File: src/rtl/pong_game_ctrl.sv
// Pong match controller: sequences IDLE -> SERVE -> PLAY -> POINT -> (SERVE | OVER),
// keeps both scores and drives the ball recenter/run controls.
module pong_game_ctrl #(
  parameter int WIN_SCORE    = 7,
  parameter int SERVE_FRAMES = 60,
  parameter int POINT_FRAMES = 30
) (
  input  logic       clk,
  input  logic       rst,
  input  logic       enable,
  input  logic       frameTick,
  input  logic       startBtn,
  input  logic       missL,
  input  logic       missR,
  output logic       ballRst,
  output logic       ballRun,
  output logic       serveDir,
  output logic [3:0] scoreL,
  output logic [3:0] scoreR,
  output logic       gameOver,
  output logic       winner,
  output logic [2:0] state
);

  localparam logic [2:0] ST_IDLE  = 3'd0;
  localparam logic [2:0] ST_SERVE = 3'd1;
  localparam logic [2:0] ST_PLAY  = 3'd2;
  localparam logic [2:0] ST_POINT = 3'd3;
  localparam logic [2:0] ST_OVER  = 3'd4;

  localparam logic [3:0] WIN_VAL    = 4'(WIN_SCORE);
  localparam logic [7:0] SERVE_LAST = 8'(SERVE_FRAMES - 1);
  localparam logic [7:0] POINT_LAST = 8'(POINT_FRAMES - 1);

  // Scores saturate at the winning value so a stray miss can never overshoot it.
  function automatic logic [3:0] sat_inc(input logic [3:0] s);
    return (s >= WIN_VAL) ? WIN_VAL : s + 4'd1;
  endfunction

  logic       start_btn_q;
  logic       start_edge;
  logic [7:0] frame_cnt;
  logic [7:0] frame_cnt_nxt;
  logic [2:0] state_nxt;
  logic [3:0] score_l_nxt;
  logic [3:0] score_r_nxt;
  logic       serve_dir_nxt;
  logic       state_chg;
  logic       ball_rst_q;
  logic       tick_last_serve;
  logic       tick_last_point;

  assign start_edge      = startBtn & ~start_btn_q;
  assign tick_last_serve = frameTick && (frame_cnt == SERVE_LAST);
  assign tick_last_point = frameTick && (frame_cnt == POINT_LAST);

  always_comb begin
    state_nxt     = state;
    score_l_nxt   = scoreL;
    score_r_nxt   = scoreR;
    serve_dir_nxt = serveDir;
    if (enable) begin
      case (state)
        ST_IDLE, ST_OVER: begin
          if (start_edge) begin
            score_l_nxt   = 4'd0;
            score_r_nxt   = 4'd0;
            serve_dir_nxt = 1'b0;
            state_nxt     = ST_SERVE;
          end
        end
        ST_SERVE: begin
          if (tick_last_serve) state_nxt = ST_PLAY;
        end
        ST_PLAY: begin
          if (missL && missR) begin
            state_nxt = ST_POINT;
          end else if (missL) begin
            score_r_nxt   = sat_inc(scoreR);
            serve_dir_nxt = 1'b0;
            state_nxt     = ST_POINT;
          end else if (missR) begin
            score_l_nxt   = sat_inc(scoreL);
            serve_dir_nxt = 1'b1;
            state_nxt     = ST_POINT;
          end
        end
        ST_POINT: begin
          if (tick_last_point) begin
            if ((scoreL == WIN_VAL) || (scoreR == WIN_VAL)) state_nxt = ST_OVER;
            else                                           state_nxt = ST_SERVE;
          end
        end
        default: state_nxt = ST_IDLE;
      endcase
    end
  end

  assign state_chg = (state_nxt != state);

  // A tick coinciding with a state change belongs to the old state and is dropped.
  always_comb begin
    frame_cnt_nxt = frame_cnt;
    if (enable) begin
      if (state_chg)      frame_cnt_nxt = 8'd0;
      else if (frameTick) frame_cnt_nxt = frame_cnt + 8'd1;
    end
  end

  // Button history resets high so a button held through reset cannot start a game.
  always_ff @(posedge clk or negedge rst) begin
    if (!rst) begin
      start_btn_q <= 1'b1;
      state       <= ST_IDLE;
      frame_cnt   <= 8'd0;
      scoreL      <= 4'd0;
      scoreR      <= 4'd0;
      serveDir    <= 1'b0;
      ball_rst_q  <= 1'b0;
    end else begin
      start_btn_q <= startBtn;
      state       <= state_nxt;
      frame_cnt   <= frame_cnt_nxt;
      scoreL      <= score_l_nxt;
      scoreR      <= score_r_nxt;
      serveDir    <= serve_dir_nxt;
      ball_rst_q  <= enable && state_chg && (state_nxt == ST_SERVE);
    end
  end

  assign ballRst  = ball_rst_q & enable;
  assign ballRun  = enable && (state == ST_PLAY);
  assign gameOver = (state == ST_OVER);
  assign winner   = (state == ST_OVER) && (scoreR == WIN_VAL);

endmodule

File: config.mk
export PLATFORM = sky130hd
export DESIGN_NAME = pong_game_ctrl
export DESIGN_NICKNAME = d
export VERILOG_FILES = /design/src/rtl/pong_game_ctrl.sv
export SDC_FILE = /design/constraint.sdc
export NUM_CORES = 1
export LEC_CHECK = 0
export ABC_CLOCK_PERIOD_IN_PS = 6350
export CAP_MARGIN = 20
export CORE_ASPECT_RATIO = 1.4
export CORE_MARGIN = 3
export CORE_UTILIZATION = 30
export CTS_CLUSTER_DIAMETER = 30
export CTS_CLUSTER_SIZE = 28
export DETAILED_ROUTE_END_ITERATION = 8
export PLACE_DENSITY = 0.6
export SYNTH_ARGS = -nofsm -noshare
export SYNTH_HDL_FRONTEND = slang
export SYNTH_SLANG_ARGS = --single-unit
File: constraint.sdc
create_clock -name clk -period 6.35 [get_ports clk]
set_clock_uncertainty 0.2 [all_clocks]
set_input_delay 1.5875 -clock clk [delete_from_list [all_inputs] [get_ports clk]]
set_output_delay 1.5875 -clock clk [all_outputs]
set_load 0.02 [all_outputs]
-- After elaboration in Yosys (flattened, before gate mapping)
Cells that the tools add are included.
- bits in registers: 22
- logic and storage cells: 73
- output and inout port bits: 16
- $lt $le $gt $ge: 2
- multiplexer cells: 26
- bitwise operators: 3
- reduce and logical (&&, ||, !) cells: 16
- equal/unequal tests: 16
- $add $sub $neg: 3
- operator list (kind ; number):
    4-bit 2-to-1 mux ; 8
    3-bit 2-to-1 mux ; 8
    8-bit 2-to-1 mux ; 2
    4-bit case mux with 2 select lines ; 2
    3-bit case mux with 4 select lines ; 1
    2-bit != test (second input constant) ; 5
    5-bit AND reduction ; 2
    4-bit by 1-bit adder with 4-bit output (second input constant) ; 2
    8-bit by 1-bit adder with 8-bit output (second input constant) ; 1
    4-bit by 3-bit equality test with 1-bit output (second input constant) ; 2
    8-bit by 5-bit equality test with 1-bit output (second input constant) ; 1
    8-bit by 6-bit equality test with 1-bit output (second input constant) ; 1
    4-bit by 3-bit >= comparator with 1-bit output (second input constant) ; 2
    1-bit logical AND ; 7
    3-bit by 1-bit equality test with 1-bit output (second input constant) ; 2
    3-bit by 2-bit equality test with 1-bit output (second input constant) ; 2
    6-bit AND reduction ; 1
    1-bit 2-to-1 mux ; 4
    2-bit nonzero test ; 2
    3-bit equality test (second input constant) ; 1
    3-bit logical NOT ; 1
    3-bit != test ; 1
    3-bit != test (second input constant) ; 1
    1-bit bitwise AND ; 2
    other kinds (5) ; 5

-- Longest topological paths before layout
Gate-level depths: netlist of run 1.
- word-level depth: 9
- mapped depth: 8

-- Worst setup path after synthesis of run 1
Ideal clock, no wire load.
- kind: input to output
- from: input port enable
- to: output port ballRst
- path slack: 2274 ps
- path buffers: 2
- stages on the path: 3
- data required time: 4562 ps
- arrival: 2289 ps
- cells stage by stage: buf_2 buf_1 and2_1
- longest elaborated chain between the ends: 1
- ends and longest elaborated chain (item ; RTL line ; RTL):
    start: declaration ; 10 ; input logic enable,
    1-bit bitwise AND ; 131 ; assign ballRst = ball_rst_q & enable;
    end: declaration ; 15 ; output logic ballRst,
Every way passes these cells.

-- Worst setup path in the final report of run 1
- from: input port enable
- to: output port ballRun
- longest elaborated chain between the ends: 1
- ends and longest elaborated chain (item ; RTL line ; RTL):
    1-bit logical AND ; 132 ; assign ballRun = enable && (state == ST_PLAY);
    end: declaration ; 16 ; output logic ballRun,
Every way passes these cells.

==> flow_summary.ini, run 1 <==
[run_status]
status = finished clean

[job]
drv_cap = 0

[timing]
rsz0062_at_grt = false
tns_ns = 0
worstMarginPinSlew_ns = 0.609
fin_ws_ns = 1.39
hold_viol_final = 0
max_freq_mhz = 202
final-setup-viol-count = 0
slew_headroom = 0.588
worst_hold_slack_ns = 0.364
final.period_utilization = 0.780
slew_violations = 0
post-route-min-period_ns = 4.96

[clock_tree]
clkTransAtPathRegs_ns = 0.08
cts_hold_buf = 0
htree_num_levels = 1
clk_latency_ns = 0.26
cts_setup_buffers = 0
root_buffer = clkbuf_8
numCtsBuffers = 3
cts_tree = built
cts.sinks = 22
clk_path_buf_depth = 2
cts.repair.resized = 0

[logic_synthesis]
synthMuxAreaShare = 0.0233
synth_top_family_by_area = simple AND/OR/NAND/NOR gates
ys_seq_area_frac = 0.396
synth_top_area_frac = 0.377
yosysTopAreaCell = dfrtp_1
syn_area_mm2 = 0.00139
syn_avg_cell_area_um2 = 9.55
yosys_warnings = 0
postSynthCellCount = 146
syn_nets = 157
ys_async_sr_fraction = 1.00
ys_types = 48
ys.flop_type = dfrtp_1
synth_area_leaders = dfrtp_1 38%, nor2_1 3.8%, ha_1 3.6%, nand2_1 3.2%, xor2_1 3.1%
synth_compound_area_frac = 0.178
synthAdderAreaFrac = 0.0359
synth.top_cells.by_count = 21 x dfrtp_1, 14 x nor2_1, 12 x nand2_1
synth_edf_count = 0
synth_most_common_cell = dfrtp_1
synthXorXnorAreaFrac = 0.0440
synthSimpleGateAreaFrac = 0.259
ys_ff_latch = 22

[die]
fp.dieW_um = 63.6
start_util = 0.321
core_mm2 = 0.00434
rows = 28
die_h_um = 86.7
die_area_mm2 = 0.00551
pin_count = 23

[setup_path]
required_ns = 4.56
cp-start-kind = input pin
critPathKind = in2out
crit_path_end_kind = primary output
r2r_setup_slack_ns = 4.04
r2r_start = frame_cnt[0]
cp_max_fo = 18
cp.arrival_ns = 3.17
reg2regPathDepth = 6
r2r_end = frame_cnt[1]

[global_routing]
grt_usage = 0.130
grt_pass1_wl_um = 5840
grt-ovfl-total = 0
grt_pass1_vias = 1245
grt_max_degree = 23
antenna_found_initial = 0

[pwr]
switching_power_uw = 207
swShare = 0.387
clkPwrFrac = 0.187
p_leak_uw = 0.000727
vdd_drop_max_mv = 0.139
total_power_uw = 535
pwr-share-seq = 0.403
intPower_uw = 328
p_per_area_mw_per_mm2 = 310
combinationalPowerShare = 0.411

[hold_path]
min_path_type = reg2reg
whs_path_depth = 2
holdPathEnd = serveDir
worstHoldStart = serveDir

[cells_and_area]
fin_nets = 179
synthToLayoutAreaGrowth_pct = 23.7
drive_gt1_frac = 0.114
final_cell_area_mm2 = 0.00172
n_antenna_cell = 0

[placement]
dpl_cell_area_mm2 = 0.00164
hpwl_um = 2490
port_buffers = 22
place.gp.congestion = 0.816
place_ws_ns = 1.41

[routing]
drt_wl_total_um = 3290
vias_per_cell = 5.12
dr.pass1.iters = 4
drt-wirelength-per-cell_um = 14.5
drt_iter0_markers = 14
route.detailed.drc = 0
detail-route-antenna-nets = 0
dr_total_vias = 1163
-- metrics by stage --
stage / utilization / std cells
floorplan: - / 146
global placement: 0.378 / 222
detailed placement: 0.378 / 222
CTS: 0.391 / 226
global route: 0.397 / 227
finish: 0.397 / 227
-- routing by layer --
layer / GRT usage / up-vias / wire length [µm]
li1: - / 575 / -
met3: 0.0156 / 6 / 78
met4: 0.0452 / 0 / 65
met1: 0.152 / 550 / 1420
met2: 0.242 / 32 / 1720
met5: 0 / - / 0
-- worst max path at each step --
stage / start / end / slack, ns
floorplan: enable / ballRst / 2.27
global placement: enable / ballRun / 1.42
detailed placement: enable / ballRun / 1.41
CTS: enable / ballRun / 1.38
global route: enable / ballRun / 1.28
finish: enable / ballRun / 1.39
-- kinds of logic (layout without fill, tap and decap cells) --
family	count (synthesis)	after routing
AOI/OAI and AO/OA	33	33
xor gates and xnor gates	7	7
adders and majority gates	4	4
buffers and inverters	16	37
DFF	22	22
muxes	3	3
and+or+nand+nor	61	61
-- state kept, by name (all words and copies together), names as in the netlist --
register,cells
serveDir,1
scoreL,4
start_btn_q,1
state,3
ball_rst_q,1
scoreR,4
frame_cnt,8
-- area by class of cell --
class	count	area, µm²
repair buffers	24	255
clock buffers	4	55.1
inverters	9	33.8
flip-flops and latches	22	552
fillers	460	2620
multi-input cells	108	753
well taps	60	75.1
-- cells in the final DEF (no fill, tap or decap), types with 4 or more instances in the layout --
master	count
nand4_1	6
dfrtp_1	21
a21oi_1	8
inv_1	9
nor2_1	14
nand2_1	12
nor3_1	8
xor2_1	5
clkbuf_8	4
ha_1	4
clkdlybuf4s50_1	22
-- critical path, cell delays in order --
cell	delay [ns]
clkdlybuf4s50_1	0.46
buf_4	0.22
inv_1	0.16
nor2_1	0.13
clkdlybuf4s50_1	0.61
-- power by group through the flow --
stage | registers, µW | logic [µW] | clock network (µW)
detailed placement | 218 | 220 | 0
finish | 215 | 220 | 99.9
global placement | 216 | 213 | 0
global route | 225 | 241 | 107
floorplan | 224 | 136 | 0
CTS | 216 | 222 | 103
Note: power is estimated with default switching activity, not from simulation.
==> run 2: changes to the inputs <==
--- a/config.mk
+++ b/config.mk
@@ -5,7 +5,7 @@
 export SDC_FILE = /design/constraint.sdc
 export NUM_CORES = 1
 export LEC_CHECK = 0
-export ABC_CLOCK_PERIOD_IN_PS = 6350
+export ABC_CLOCK_PERIOD_IN_PS = 4300
 export CAP_MARGIN = 20
 export CORE_ASPECT_RATIO = 1.4
 export CORE_MARGIN = 3
@@ -13,7 +13,7 @@
 export CTS_CLUSTER_DIAMETER = 30
 export CTS_CLUSTER_SIZE = 28
 export DETAILED_ROUTE_END_ITERATION = 8
-export PLACE_DENSITY = 0.6
+export PLACE_DENSITY = 0.62
 export SYNTH_ARGS = -nofsm -noshare
 export SYNTH_HDL_FRONTEND = slang
 export SYNTH_SLANG_ARGS = --single-unit
==> constraint.sdc (replaced) <==
create_clock -name clk -period 4.3 [get_ports clk]
set_clock_uncertainty 0.2 [all_clocks]
set_input_delay 1.075 -clock clk [delete_from_list [all_inputs] [get_ports clk]]
set_output_delay 1.075 -clock clk [all_outputs]
set_load 0.02 [all_outputs]
==> run 2 against run 1 <==
  * Worst hold slack lost 0.022 ns
  * Via count shrank 0.69%
  * Count of clock-buffer cells in the layout is the same
  * Non-clock buffer count is the same
  * Sequential share of layout area grew 0.23 points
  * Final cell count is the same
==> flow_summary.ini, run 2 (synthesis gave the netlist of run 1 again) <==
[run_status]
status = finished clean

[cells_and_area]
fin_nets = 179
largest_reg_flops = 8
final_common_cell = clkdlybuf4s50_1
final_cell_area_mm2 = 0.00171
synthToLayoutAreaGrowth_pct = 22.8
drive_gt1_frac = 0.114
utilization = 0.394
top_register = frame_cnt
layout_common_cells = 22 x clkdlybuf4s50_1, 21 x dfrtp_1, 14 x nor2_1, 12 x nand2_1, 9 x inv_1
n_antenna_cell = 0
largestRegisters = frame_cnt x8, scoreL x4, scoreR x4

[global_routing]
globalRouteMet3Util = 0.0195
busiest_layer = met2
grt-ovfl-total = 0
antenna_found_initial = 0
grt_usage = 0.123
grt_use_met1 = 0.142
use_met2 = 0.222
grt_pass1_wl_um = 5460
grt_pass1_vias = 1168
grt_max_degree = 23

[routing]
dr.pass1.iters = 4
detail-route-antenna-nets = 0
vias_per_cell = 5.09
route.detailed.drc = 0
drt-wirelength-per-cell_um = 13.7
drt_iter0_markers = 35
drt_wl_total_um = 3100
dr_total_vias = 1155

[die]
core_mm2 = 0.00434
start_util = 0.321
fp.dieW_um = 63.6
die_h_um = 86.7
rows = 28
pin_count = 23
die_area_mm2 = 0.00551

[clock_tree]
clk_latency_ns = 0.26
root_buffer = clkbuf_8
cts_setup_buffers = 0
clkTransAtPathRegs_ns = 0.08
cts_tree = built
cts.sinks = 22
htree_num_levels = 1
cts.repair.resized = 0
numCtsBuffers = 3
cts_hold_buf = 0
clk_path_buf_depth = 2

[setup_path]
crit_family = buffers and inverters
r2r_end = frame_cnt[6]
r2r_setup_slack_ns = 2.00
crit_buf_inv = 3
max_stage_delay_ns = 0.63
required_ns = 3.02
cp_common_cell = clkdlybuf4s50_1
critPathKind = in2out
reg2regPathDepth = 5
r2r_start = state[1]
cp_cell_sequence = clkdlybuf4s50_1, inv_1, nor2_1, clkdlybuf4s50_1
cp_max_fo = 8
cp.arrival_ns = 2.64
path_depth = 4
cp_slowest_cell = clkdlybuf4s50_1
cp-start-kind = input pin
crit_path_end_kind = primary output

[pwr]
p_leak_uw = 0.000721
vdd_drop_max_mv = 0.234
p_per_area_mw_per_mm2 = 460

[timing]
tns_ns = 0
max_freq_mhz = 255
final-setup-viol-count = 0
post-route-min-period_ns = 3.92
rsz0062_at_grt = false
hold_viol_final = 0
slew_headroom = 0.582
slew_violations = 0
final.period_utilization = 0.911
worstMarginPinSlew_ns = 0.619

[hold_path]
whs_path_depth = 2
holdPathEnd = scoreR[1]
worstHoldStart = scoreR[1]
min_path_type = reg2reg

[placement]
place.gp.congestion = 0.741
hpwl_um = 2310
port_buffers = 22
dpl_cell_area_mm2 = 0.00164

[job]
drv_cap = 0
## run 2: cell counts in the layout (fill, tap and decap cells not counted)
No cell type changed its count.
## run 2: how the worst max path moves through the flow
stage	to	startpoint
CTS	ballRun	enable
global route	ballRun	enable
floorplan	ballRst	enable
detailed placement	ballRun	enable
global placement	ballRun	enable
finish	ballRun	enable
## run 2: routing by layer
metal  part of all wire  wire length (µm)
met1               0.43              1350
met2               0.52              1610
met3              0.030                93
met4              0.016                51
met5                  0                 0
## run 2: layout make-up
type	count	area, µm²
flip-flops and latches	22	552
multi-input cells	108	753
fillers	473	2630
inverters	9	33.8
well taps	60	75.1
repair buffers	24	243
clock buffers	4	55.1
## run 2: worst min-delay path, stage by stage (launching register included)
cell	delay (ns)
dfrtp_1	0.39
nand2_1	0.06
o31ai_1	0.06
## run 2: metrics by stage
step                setup slack (ns)  instances  hold WS, ns  total power, µW
CTS                            0.387        226        0.355              801
global placement               0.402        222        0.333              642
floorplan                       1.25        146        0.339              531
global route                   0.286        227        0.386              844
finish                         0.384        227        0.342              787
detailed placement             0.401        222        0.334              645
## run 2: power by group
part	internal (µW)	switching, µW	total [µW]
clock	81.6	68.6	150
combinational	152	166	319
sequential	249	69.0	318
